### src/rtl/alu_pkg.sv
// Shared ALU writeback types: operation codes, status flags, FSM states, hold register.
// Also holds the wide-op decode used by the writeback stage.
package alu_pkg;

  // The hold register carries dest at this fixed width; RF_ADDR_W must not exceed it.
  localparam int WB_DEST_W = 16;

  typedef enum logic [2:0] {
    ALU_ADD  = 3'd0,
    ALU_SUB  = 3'd1,
    ALU_AND  = 3'd2,
    ALU_OR   = 3'd3,
    ALU_XOR  = 3'd4,
    ALU_MULT = 3'd5,
    ALU_DIV  = 3'd6,
    ALU_NOP  = 3'd7
  } control_e;

  typedef struct packed {
    logic div0;
    logic overflow;
    logic carry;
    logic negative;
    logic zero;
  } status_t;

  typedef enum logic [1:0] {
    WB_IDLE  = 2'd0,
    WB_WR_LO = 2'd1,
    WB_WR_HI = 2'd2
  } wb_state_e;

  typedef struct packed {
    control_e             control;
    logic [31:0]          result;
    status_t              stat;
    logic [WB_DEST_W-1:0] dest;
  } wb_hold_t;

  // MULT and DIV produce a second (high / remainder) word.
  function automatic logic is_wide(input control_e c);
    return (c == ALU_MULT) || (c == ALU_DIV);
  endfunction

  function automatic logic raises_exc(input control_e c, input status_t s);
    return ((c == ALU_DIV) && s.div0) ||
           (((c == ALU_ADD) || (c == ALU_SUB)) && s.overflow);
  endfunction

endpackage

### src/rtl/alu_writeback.sv
// ALU result writeback into the register file; low word 1 cycle after transfer, high word 1 cycle later.
// ready_in drops while stalled or while a MULT/DIV high word is pending; ALU_WB_FORWARD_EN adds fwd_* bypass ports.
module alu_writeback
  import alu_pkg::*;
#(
  parameter int RF_ADDR_W = 4,
  parameter int HI_REG    = 0
) (
  input  logic                 clk,
  input  logic                 rst_n,
  input  logic                 valid_in,
  output logic                 ready_in,
  input  control_e             control,
  input  logic [31:0]          result,
  input  status_t              stat_in,
  input  logic [RF_ADDR_W-1:0] dest,
  input  logic                 stall,
  output logic                 rf_we,
  output logic [RF_ADDR_W-1:0] rf_waddr,
  output logic [15:0]          rf_wdata,
  output status_t              flags,
  output logic                 exc
`ifdef ALU_WB_FORWARD_EN
  ,
  output logic                 fwd_valid,
  output logic [RF_ADDR_W-1:0] fwd_addr,
  output logic [15:0]          fwd_data
`endif
);

  wb_state_e state;
  wb_state_e state_nxt;
  wb_hold_t  hold;

  logic active;
  logic wide;
  logic skip_lo;
  logic transfer;

  // Outputs are gated by rst_n so an edge that resets the FSM never commits a write.
  assign active   = rst_n && !stall;
  assign wide     = is_wide(hold.control);
  assign skip_lo  = (hold.control == ALU_DIV) && hold.stat.div0;
  assign transfer = valid_in && ready_in;

  always_comb begin
    ready_in = active && ((state == WB_IDLE) || (state == WB_WR_HI) ||
                          ((state == WB_WR_LO) && !wide));
  end

  always_comb begin
    rf_we    = active && (((state == WB_WR_LO) && !skip_lo) || (state == WB_WR_HI));
    rf_waddr = (state == WB_WR_HI) ? RF_ADDR_W'(HI_REG) : hold.dest[RF_ADDR_W-1:0];
    rf_wdata = (state == WB_WR_HI) ? hold.result[31:16] : hold.result[15:0];
    exc      = active && (state == WB_WR_LO) && raises_exc(hold.control, hold.stat);
  end

  always_comb begin
    state_nxt = state;
    if (!stall) begin
      case (state)
        WB_IDLE:  if (transfer) state_nxt = WB_WR_LO;
        WB_WR_LO: begin
          if (wide && !skip_lo) state_nxt = WB_WR_HI;
          else if (transfer)    state_nxt = WB_WR_LO;
          else                  state_nxt = WB_IDLE;
        end
        WB_WR_HI: state_nxt = transfer ? WB_WR_LO : WB_IDLE;
        default:  state_nxt = WB_IDLE;
      endcase
    end
  end

  always_ff @(posedge clk) begin
    if (!rst_n) begin
      state <= WB_IDLE;
      hold  <= '0;
      flags <= '0;
    end else begin
      state <= state_nxt;
      if (transfer) begin
        hold.control <= control;
        hold.result  <= result;
        hold.stat    <= stat_in;
        hold.dest    <= WB_DEST_W'(dest);
      end
      // Flags commit with the low-word cycle, including the suppressed div0 write.
      if (!stall && (state == WB_WR_LO)) flags <= hold.stat;
    end
  end

`ifdef ALU_WB_FORWARD_EN
  assign fwd_valid = rf_we;
  assign fwd_addr  = rf_waddr;
  assign fwd_data  = rf_wdata;
`endif

endmodule

### config.mk
export PLATFORM = sky130hd
export DESIGN_NAME = alu_writeback
export DESIGN_NICKNAME = d
export VERILOG_FILES = /design/src/rtl/alu_pkg.sv /design/src/rtl/alu_writeback.sv
export SDC_FILE = /design/constraint.sdc
export NUM_CORES = 1
export LEC_CHECK = 0
export CAP_MARGIN = 20
export CORE_MARGIN = 2
export CORE_UTILIZATION = 43
export CTS_BUF_LIST = sky130_fd_sc_hd__clkbuf_4
export DETAILED_ROUTE_END_ITERATION = 7
export GPL_TIMING_DRIVEN = 0
export HOLD_SLACK_MARGIN = 0.06
export PLACE_DENSITY = 0.78
export SETUP_SLACK_MARGIN = 0.05
export SYNTH_ARGS = -nofsm -noshare
export SYNTH_HDL_FRONTEND = slang
export SYNTH_SLANG_ARGS = --single-unit
### constraint.sdc
create_clock -name clk -period 1.35 [get_ports clk]
set_clock_uncertainty 0.15 [all_clocks]
set_input_delay 0.135 -clock clk [delete_from_list [all_inputs] [get_ports clk]]
set_output_delay 0.135 -clock clk [all_outputs]
set_load 0.005 [all_outputs]
# Word level (Yosys, flattened, before mapping)
# Cells that the tools add are included.
# classes
n_reduce_logical,24
n_eq_ne,6
n_mux,6
bitwise,1
# ops
operator,count
2-to-1 mux 16 bit,1
logical AND 1 bit,12
"== test 3 bit, second input constant",2
logical OR 1 bit,6
one-hot mux 2 bit (3 select lines),1
2-to-1 mux 2 bit,2
2-to-1 mux 4 bit,1
"== test 3 x 1 -> 1 bit, second input constant",1
zero test 1 bit,3
zero test 3 bit,1
"== test 2 x 1 -> 1 bit, second input constant",1
"== test 2 bit, second input constant",1
zero test 2 bit,1
"inequality test 2 bit, second input constant",1
AND reduction 2 bit,1
2-to-1 mux 1 bit,1
inverter 1 bit,1
# totals
ff_bits,51
input_bits,48
wordCells,51
out_inout_bits,28

# Depth between registers and ports, before layout
# Gate-level depths: netlist of run 1.
# depth
ltp_word,10
depth_mapped,6
depth_no_buf,3

# Least setup slack after synthesis of run 1
# OpenSTA, ideal clock, no wires.
# synth_timing
path_type,flip-flop to output port
start,register state[1]
end,output rf_wdata[8]
stages_incl_launch_ff,4
path_buffers,1
arrival_time_ns,1.184
setup_slack_ns,-0.119
required_ns,1.065
path_cell_list,dfxtp_1 -> nor2b_1 -> buf_2 -> mux2_2
# synth_via
elab_chain_len,2
# synth_rtl
element,line_no,rtl
start: declaration,alu_writeback.sv:31,wb_state_e state;
start signal: assignment,alu_writeback.sv:80,state <= state_nxt;
== test 2 bit,alu_writeback.sv:54,rf_wdata = (state == WB_WR_HI) ? hold.result[31:16] : hold.result[15:0];
2-to-1 mux 16 bit,alu_writeback.sv:54,
end: declaration,alu_writeback.sv:20,"output logic [15:0] rf_wdata,"
# No other way between the ends.

# Worst setup path after layout of run 1
# layout_timing
start,register state[1]
end,output rf_wdata[9]
# The elaborated chain is that of the path after synthesis.

==> metrics.txt, run 1 <==
Slowest cell on crit path dfxtp_4; most common cell in the netlist dfxtp_1; failing checks negative setup slack; vias in the first global route 2169; Post-Syn Area 2390 um2; Antenna Nets Post-Route 0; peak supply drop 609 uV; worst path cell trace nor2b_4, buf_6, buf_6, buf_8, mux2_4, buf_6; area grow syn2layout 57.6%; NumNets Final 405; layout cells sized above 1 28.8%; largest net degree at the start of global routing 15; Mean Syn Cell Area 9.62 um2; first-pass GRT wire length 10200 um; relative slew slack 66.4%; post-synth top area share 42.8%; most used cell, CP buf_6; peak fanout along the critical path 5; sequential fraction of design power 56.4%; All-Layer GR Usage 21.0%; fraction of registers with async set/reset 0%; Sw Ratio 24.4%; Top FF cell, synth dfxtp_1; Vias/cell 4.69; clock sink count 51; top cells by area, synth dfxtp_1, mux2i_1, nand2_1, inv_1, mux2_1; Avg WL per Cell 14.3 um; drt total wl 6140 um; PortBufs 74; CTS clk-pin slew, worst paths 0.14 ns; ANT cells 0; post-DP HPWL 3590 um; register bit total from synthesis 51; Fin. Hold Viols 0; Setup crit end kind primary output; Arr. time, crit path 1.65 ns; Int Power 2190 uW; minimum clock period 1.93 ns; Tightest Pin Transition 0.504 ns; final setup fails 74; Detailed Route Iter0 Violations 70; max cap viols 0; minimum hold slack 0.128 ns; Post-Route Setup TNS -23.66 ns; H-tree lvl count 2; fin. max-slew vios 0; die width 78.5 um; status complete, but fails checks; Mapped Cells 248; core area 5440 um2; unrepaired setup endpoints after global routing yes; CTS Buf Count 5; critical path class flip-flop to primary output; Longest Clk Path Bufs 2; Final Wtd Congestion 0.791; Synthesized Nets 296; Die Ht 78.5 um; initial antenna violation count 0; crit start category flip-flop; vias 2015; Initial Util 43.9%; first-pass iteration count of the detailed router 4; die area 6160 um2; row cnt 27; Tcrit/Tclk final 143%; pwr dens 769 nW/um2; I/O pin count 76; clock latency on the worst-skew pair 0.35 ns; dpl ws -0.811 ns; DRC viols 0; number of flops mapped to enable cells by yosys 0; CP max stage delay 0.38 ns; HP Class input port to flip-flop; logic gate share of total power 19.4%; Yosys cell types 27; commonest cells in the netlist dfxtp_1, nand2_1, mux2i_1, inv_1, mux2_1; largest area contributor in the netlist dfxtp_1; sequential element share of the synthesized area 42.8%; gr ovfl total 0; critical path required time 1.07 ns; Clk Tree Root Cell clkbuf_4; Final Total Pwr 2890 uW; synth warn 0; final worst setup slack -0.581 ns; Pleak 0.00199 uW; switching power 705 uW; Fmax 518 MHz; Clock Power Share 24.2%; CTS tree done
-- cells by family (layout without fill, tap and decap cells) --
kind of cell / after synthesis / count (layout) / share of synthesized area (%)
xor+xnor: 1 / 1 / 0.367
mux: 65 / 65 / 28.1
flops: 51 / 51 / 42.8
simple gates: 68 / 68 / 13.4
compound gates: 6 / 6 / 2.20
buf+inv: 57 / 167 / 13.1
-- layout make-up --
class	instances	area [um2]
sequential	51	1040
tap	72	90.1
fill	428	1680
clock buffer	7	52.6
multi-input combinational	140	1170
clock inverter	1	5.00
buffer	11	133
timing repair buffer	104	1100
inverter	44	165
-- flip-flops by register name, summed over array words and instances (netlist names) --
signal,count
state,2
flags,5
hold,44
-- critical path: cells and delay by family, from the launching register on --
family	cells	cell delay [ns]
buf+inv	4	0.46
mux	1	0.31
flops	1	0.38
simple gates	1	0.15
-- per-stage QoR --
step | cell area [um2] | instances | util (%)
2_1_floorplan | 2420 | 248 | -
3_3_place_gp | 3250 | 394 | 59.8
3_5_place_dp | 3250 | 394 | 59.8
4_1_cts | 3830 | 432 | 70.3
5_1_grt | 3760 | 430 | 69.1
6_report | 3760 | 430 | 69.1
-- path summary, 6_finish.rpt --
kind	start	to	slack [ns]	cells past startpoint
hold / removal	stall	state[1]$_SDFFE_PN0P_	0.13	3
hold reg to reg	hold[3]$_SDFFE_PN0N_	hold[3]$_SDFFE_PN0N_	0.32	2
setup reg to reg	state[1]$_SDFFE_PN0P_	hold[2]$_SDFFE_PN0N_	-0.38	9
setup / recovery	state[1]$_SDFFE_PN0P_	rf_wdata[9]	-0.58	6
-- layout by cell type, fill, tap and decap left out, drive strengths merged, types with 2 or more instances in the layout --
| cell | netlist | final |
|---|---|---|
| clkbuf | 1 | 8 |
| mux2i | 49 | 49 |
| dlygate4sd2 | 0 | 6 |
| clkdlybuf4s50 | 0 | 45 |
| dlygate4sd1 | 4 | 4 |
| mux2 | 16 | 16 |
| nor2b | 10 | 10 |
| dfxtp | 51 | 51 |
| buf | 8 | 58 |
| nand2 | 50 | 50 |
| inv | 44 | 44 |
| nor3b | 2 | 2 |
| and2b | 2 | 2 |
-- routing by layer --
layer / part of all wire [%] / vias to the layer above / wire length (um) / track usage [%]
met2: 48 / 66 / 2960 / 35.5
met1: 45 / 942 / 2790 / 26.3
met4: 2.2 / 0 / 135 / 7.54
li1: - / 995 / - / -
met3: 4.3 / 12 / 266 / 4.48
met5: 0 / - / 0 / 0
-- power by group through the flow --
stage | clock, uW | sequential (uW) | combinational [uW]
after floorplan | 0 | 1650 | 220
after global placement | 0 | 1660 | 458
after detailed placement | 0 | 1660 | 465
after CTS | 719 | 1630 | 569
after global routing | 762 | 1640 | 604
final | 701 | 1630 | 560
-- what timing repair did --
action	4_1_cts	5_1_grt
resized for setup	165	10
setup endpoints to repair	79	74
gates cloned	5	0
hold endpoints to repair	2	0
hold buffers	1	0
buffers inserted	24	8
pin swaps	3	3
(Power assumes the default switching activity.)
==> run 2: changes to the inputs <==
--- a/config.mk
+++ b/config.mk
@@ -7,12 +7,12 @@
 export LEC_CHECK = 0
 export CAP_MARGIN = 20
 export CORE_MARGIN = 2
-export CORE_UTILIZATION = 43
+export CORE_UTILIZATION = 47
 export CTS_BUF_LIST = sky130_fd_sc_hd__clkbuf_4
 export DETAILED_ROUTE_END_ITERATION = 7
 export GPL_TIMING_DRIVEN = 0
 export HOLD_SLACK_MARGIN = 0.06
-export PLACE_DENSITY = 0.78
+export PLACE_DENSITY = 0.81
 export SETUP_SLACK_MARGIN = 0.05
 export SYNTH_ARGS = -nofsm -noshare
 export SYNTH_HDL_FRONTEND = slang
==> constraint.sdc (replaced) <==
create_clock -name clk -period 2.2 [get_ports clk]
set_clock_uncertainty 0.15 [all_clocks]
set_input_delay 0.22 -clock clk [delete_from_list [all_inputs] [get_ports clk]]
set_output_delay 0.22 -clock clk [all_outputs]
set_load 0.005 [all_outputs]
==> metrics.txt, run 2 (synthesized netlist as in run 1, its figures left out) <==
status completed; Detailed Route Iter0 Violations 40 (-43%); vias 1857 (-7.8%); Regs by FF count hold x44, flags x5, state x2; max reg flops 44 (unchanged); crit start category input port; critical path class input port to primary output; Post-Route Setup TNS 0 ns (+23.66 ns); pwr dens 493 nW/um2 (-36%); H-tree lvl count 2 (unchanged); Reg-to-Reg Start state[0]$_SDFFE_PN0P_; core area 4820 um2 (-11%); HP Class input port to flip-flop; CP max stage delay 0.55 ns (+0.17 ns); clock latency on the worst-skew pair 0.36 ns (about the same); Final Util 70.4% (+1.2 points); Fmax 478 MHz; unrepaired setup endpoints after global routing yes; die width 75.3 um (-4.1%); min-delay src result[18]; relative slew slack 69.9% (+3.5 points); CTS clk-pin slew, worst paths 0.13 ns (about the same); Tcrit/Tclk final 95.2%; CTS tree done; Slowest cell on crit path dlygate4sd3_1; commonest non-fill, non-tap cell in the layout clkdlybuf4s50_1; first-pass iteration count of the detailed router 4 (unchanged); Final Wtd Congestion 0.782 (-1.2%); first-pass GRT wire length 8280 um (-19%); worst path cell trace dlygate4sd3_1, buf_6, and2b_2, o211a_1, clkdlybuf4s50_1; row cnt 25 (-7.4%); drt total wl 5080 um (-17%); Clk Tree Root Cell clkbuf_4; All-Layer GR Usage 19.4% (-1.6 points); Arr. time, crit path 1.72 ns (+0.07 ns); minimum clock period 2.09 ns; DRC viols 0 (unchanged); critical path required time 1.83 ns (+0.76 ns); NumNets Final 392 (-3.2%); max cap viols 0 (unchanged); PortBufs 74 (unchanged); Pleak 0.00188 uW (-5.8%); peak supply drop 354 uV (-42%); most frequent cells in the layout clkdlybuf4s50_1, nand2_1, mux2i_1, dfxtp_1, inv_1; most flop-heavy register hold; Tightest Pin Transition 0.451 ns (-0.0526 ns); clock sink count 51 (unchanged); vias in the first global route 1813 (-16%); CTS Buf Count 5 (unchanged); gr ovfl total 0 (unchanged); Antenna Nets Post-Route 0 (unchanged); layout cells sized above 1 12.8% (-16 points); worst setup path startpoint rst_n; Filler Cells Inserted 417 (-2.6%); Fin. Hold Viols 0 (unchanged); post-DP HPWL 3580 um (-0.44%); largest net degree at the start of global routing 14 (-1); die area 5660 um2 (-8.1%); peak fanout along the critical path 8 (+3); ANT cells 0 (unchanged); Initial Util 49.5% (+5.7 points); area grow syn2layout 42.1%; Setup crit end kind primary output; Vias/cell 4.53 (-3.3%); Avg WL per Cell 12.4 um (-13%); I/O pin count 76 (unchanged); final setup fails 0 (-100%); Die Ht 75.3 um (-4.1%); fin. max-slew vios 0 (unchanged); initial antenna violation count 0 (unchanged); Longest Clk Path Bufs 2 (unchanged)
[run 2: cell types whose count changed in the layout (fill, tap and decap cells not counted), sizes merged]
cell	change
clkdlybuf4s15	+2
clkinv	-1
clkdlybuf4s50	+7
dlymetal6s2s	+4
buf	-36
clkbuf	+4
dlygate4sd2	+5
[run 2: what timing repair did]
item,CTS,global route
resized for setup,33,19
endpoints found under the hold margin,2,0
gates cloned,1,0
hold buffers,1,0
setup endpoints to repair,22,16
buffers inserted,11,2
[run 2: layout make-up]
cell class                 instances  area, um2  share of cell area (%)
multi-input combinational        140       1060                    31.4
timing repair buffer              89        835                    24.6
inverter                          44        165                    4.87
tap                               67       83.8                    2.47
buffer                            13        169                    4.98
clock buffer                       6       45.0                    1.33
sequential                        51       1030                    30.3
[run 2: metal layers]
metal	part of all wire, %	up-vias	GRT usage (%)	routed length [um]
met4	1.6	0	6.24	79
met2	50	42	33.4	2530
met1	45	836	24.0	2290
li1	-	971	-	-
met5	0	-	0	0
met3	3.6	8	4.28	183
[run 2: worst paths after layout]
| path | depth (start not counted) | endpoint | slack [ns] |
|---|---|---|---|
| worst min-delay path | 3 | hold[39]$_SDFFE_PN0N_ | 0.23 |
| worst max-delay path | 5 | ready_in | 0.11 |
| worst min register to register | 2 | hold[2]$_SDFFE_PN0N_ | 0.31 |
| worst max register to register | 6 | hold[17]$_SDFFE_PN0N_ | 0.62 |
[run 2: worst max-delay path, delay by kind of cell]
kind                   cells  cell delay [ns]
AO/OA/AOI/OAI              1             0.14
buffers and inverters      3             1.18
AND/OR/NAND/NOR            1             0.17
[run 2: power breakdown]
group / switching, uW / leakage, uW / internal, uW
clock network: 273 / 0.0000276 / 127
registers: 26.4 / 0.000419 / 969
logic: 99.2 / 0.00143 / 176
[run 2: stage by stage]
stage | hold WS (ns) | cell area (um2) | instances | total power [uW] | setup WS (ns)
floorplan | 0.202 | 2390 | 248 | 1140 | 0.646
finish | 0.233 | 3390 | 410 | 1670 | 0.107
detailed placement | 0.298 | 3210 | 389 | 1300 | -0.0885
global route | 0.227 | 3390 | 410 | 1750 | 0.0176
CTS | 0.221 | 3370 | 408 | 1680 | 0.0507
global placement | 0.292 | 3210 | 389 | 1290 | -0.0956
==> run 3: changes to the inputs <==
--- a/config.mk
+++ b/config.mk
@@ -14,6 +14,7 @@
 export HOLD_SLACK_MARGIN = 0.06
 export PLACE_DENSITY = 0.81
 export SETUP_SLACK_MARGIN = 0.05
+export SLEW_MARGIN = 10
 export SYNTH_ARGS = -nofsm -noshare
 export SYNTH_HDL_FRONTEND = slang
 export SYNTH_SLANG_ARGS = --single-unit
==> results of run 3 <==
Same layout as run 2: the final DEF is identical, and so are final timing and power.
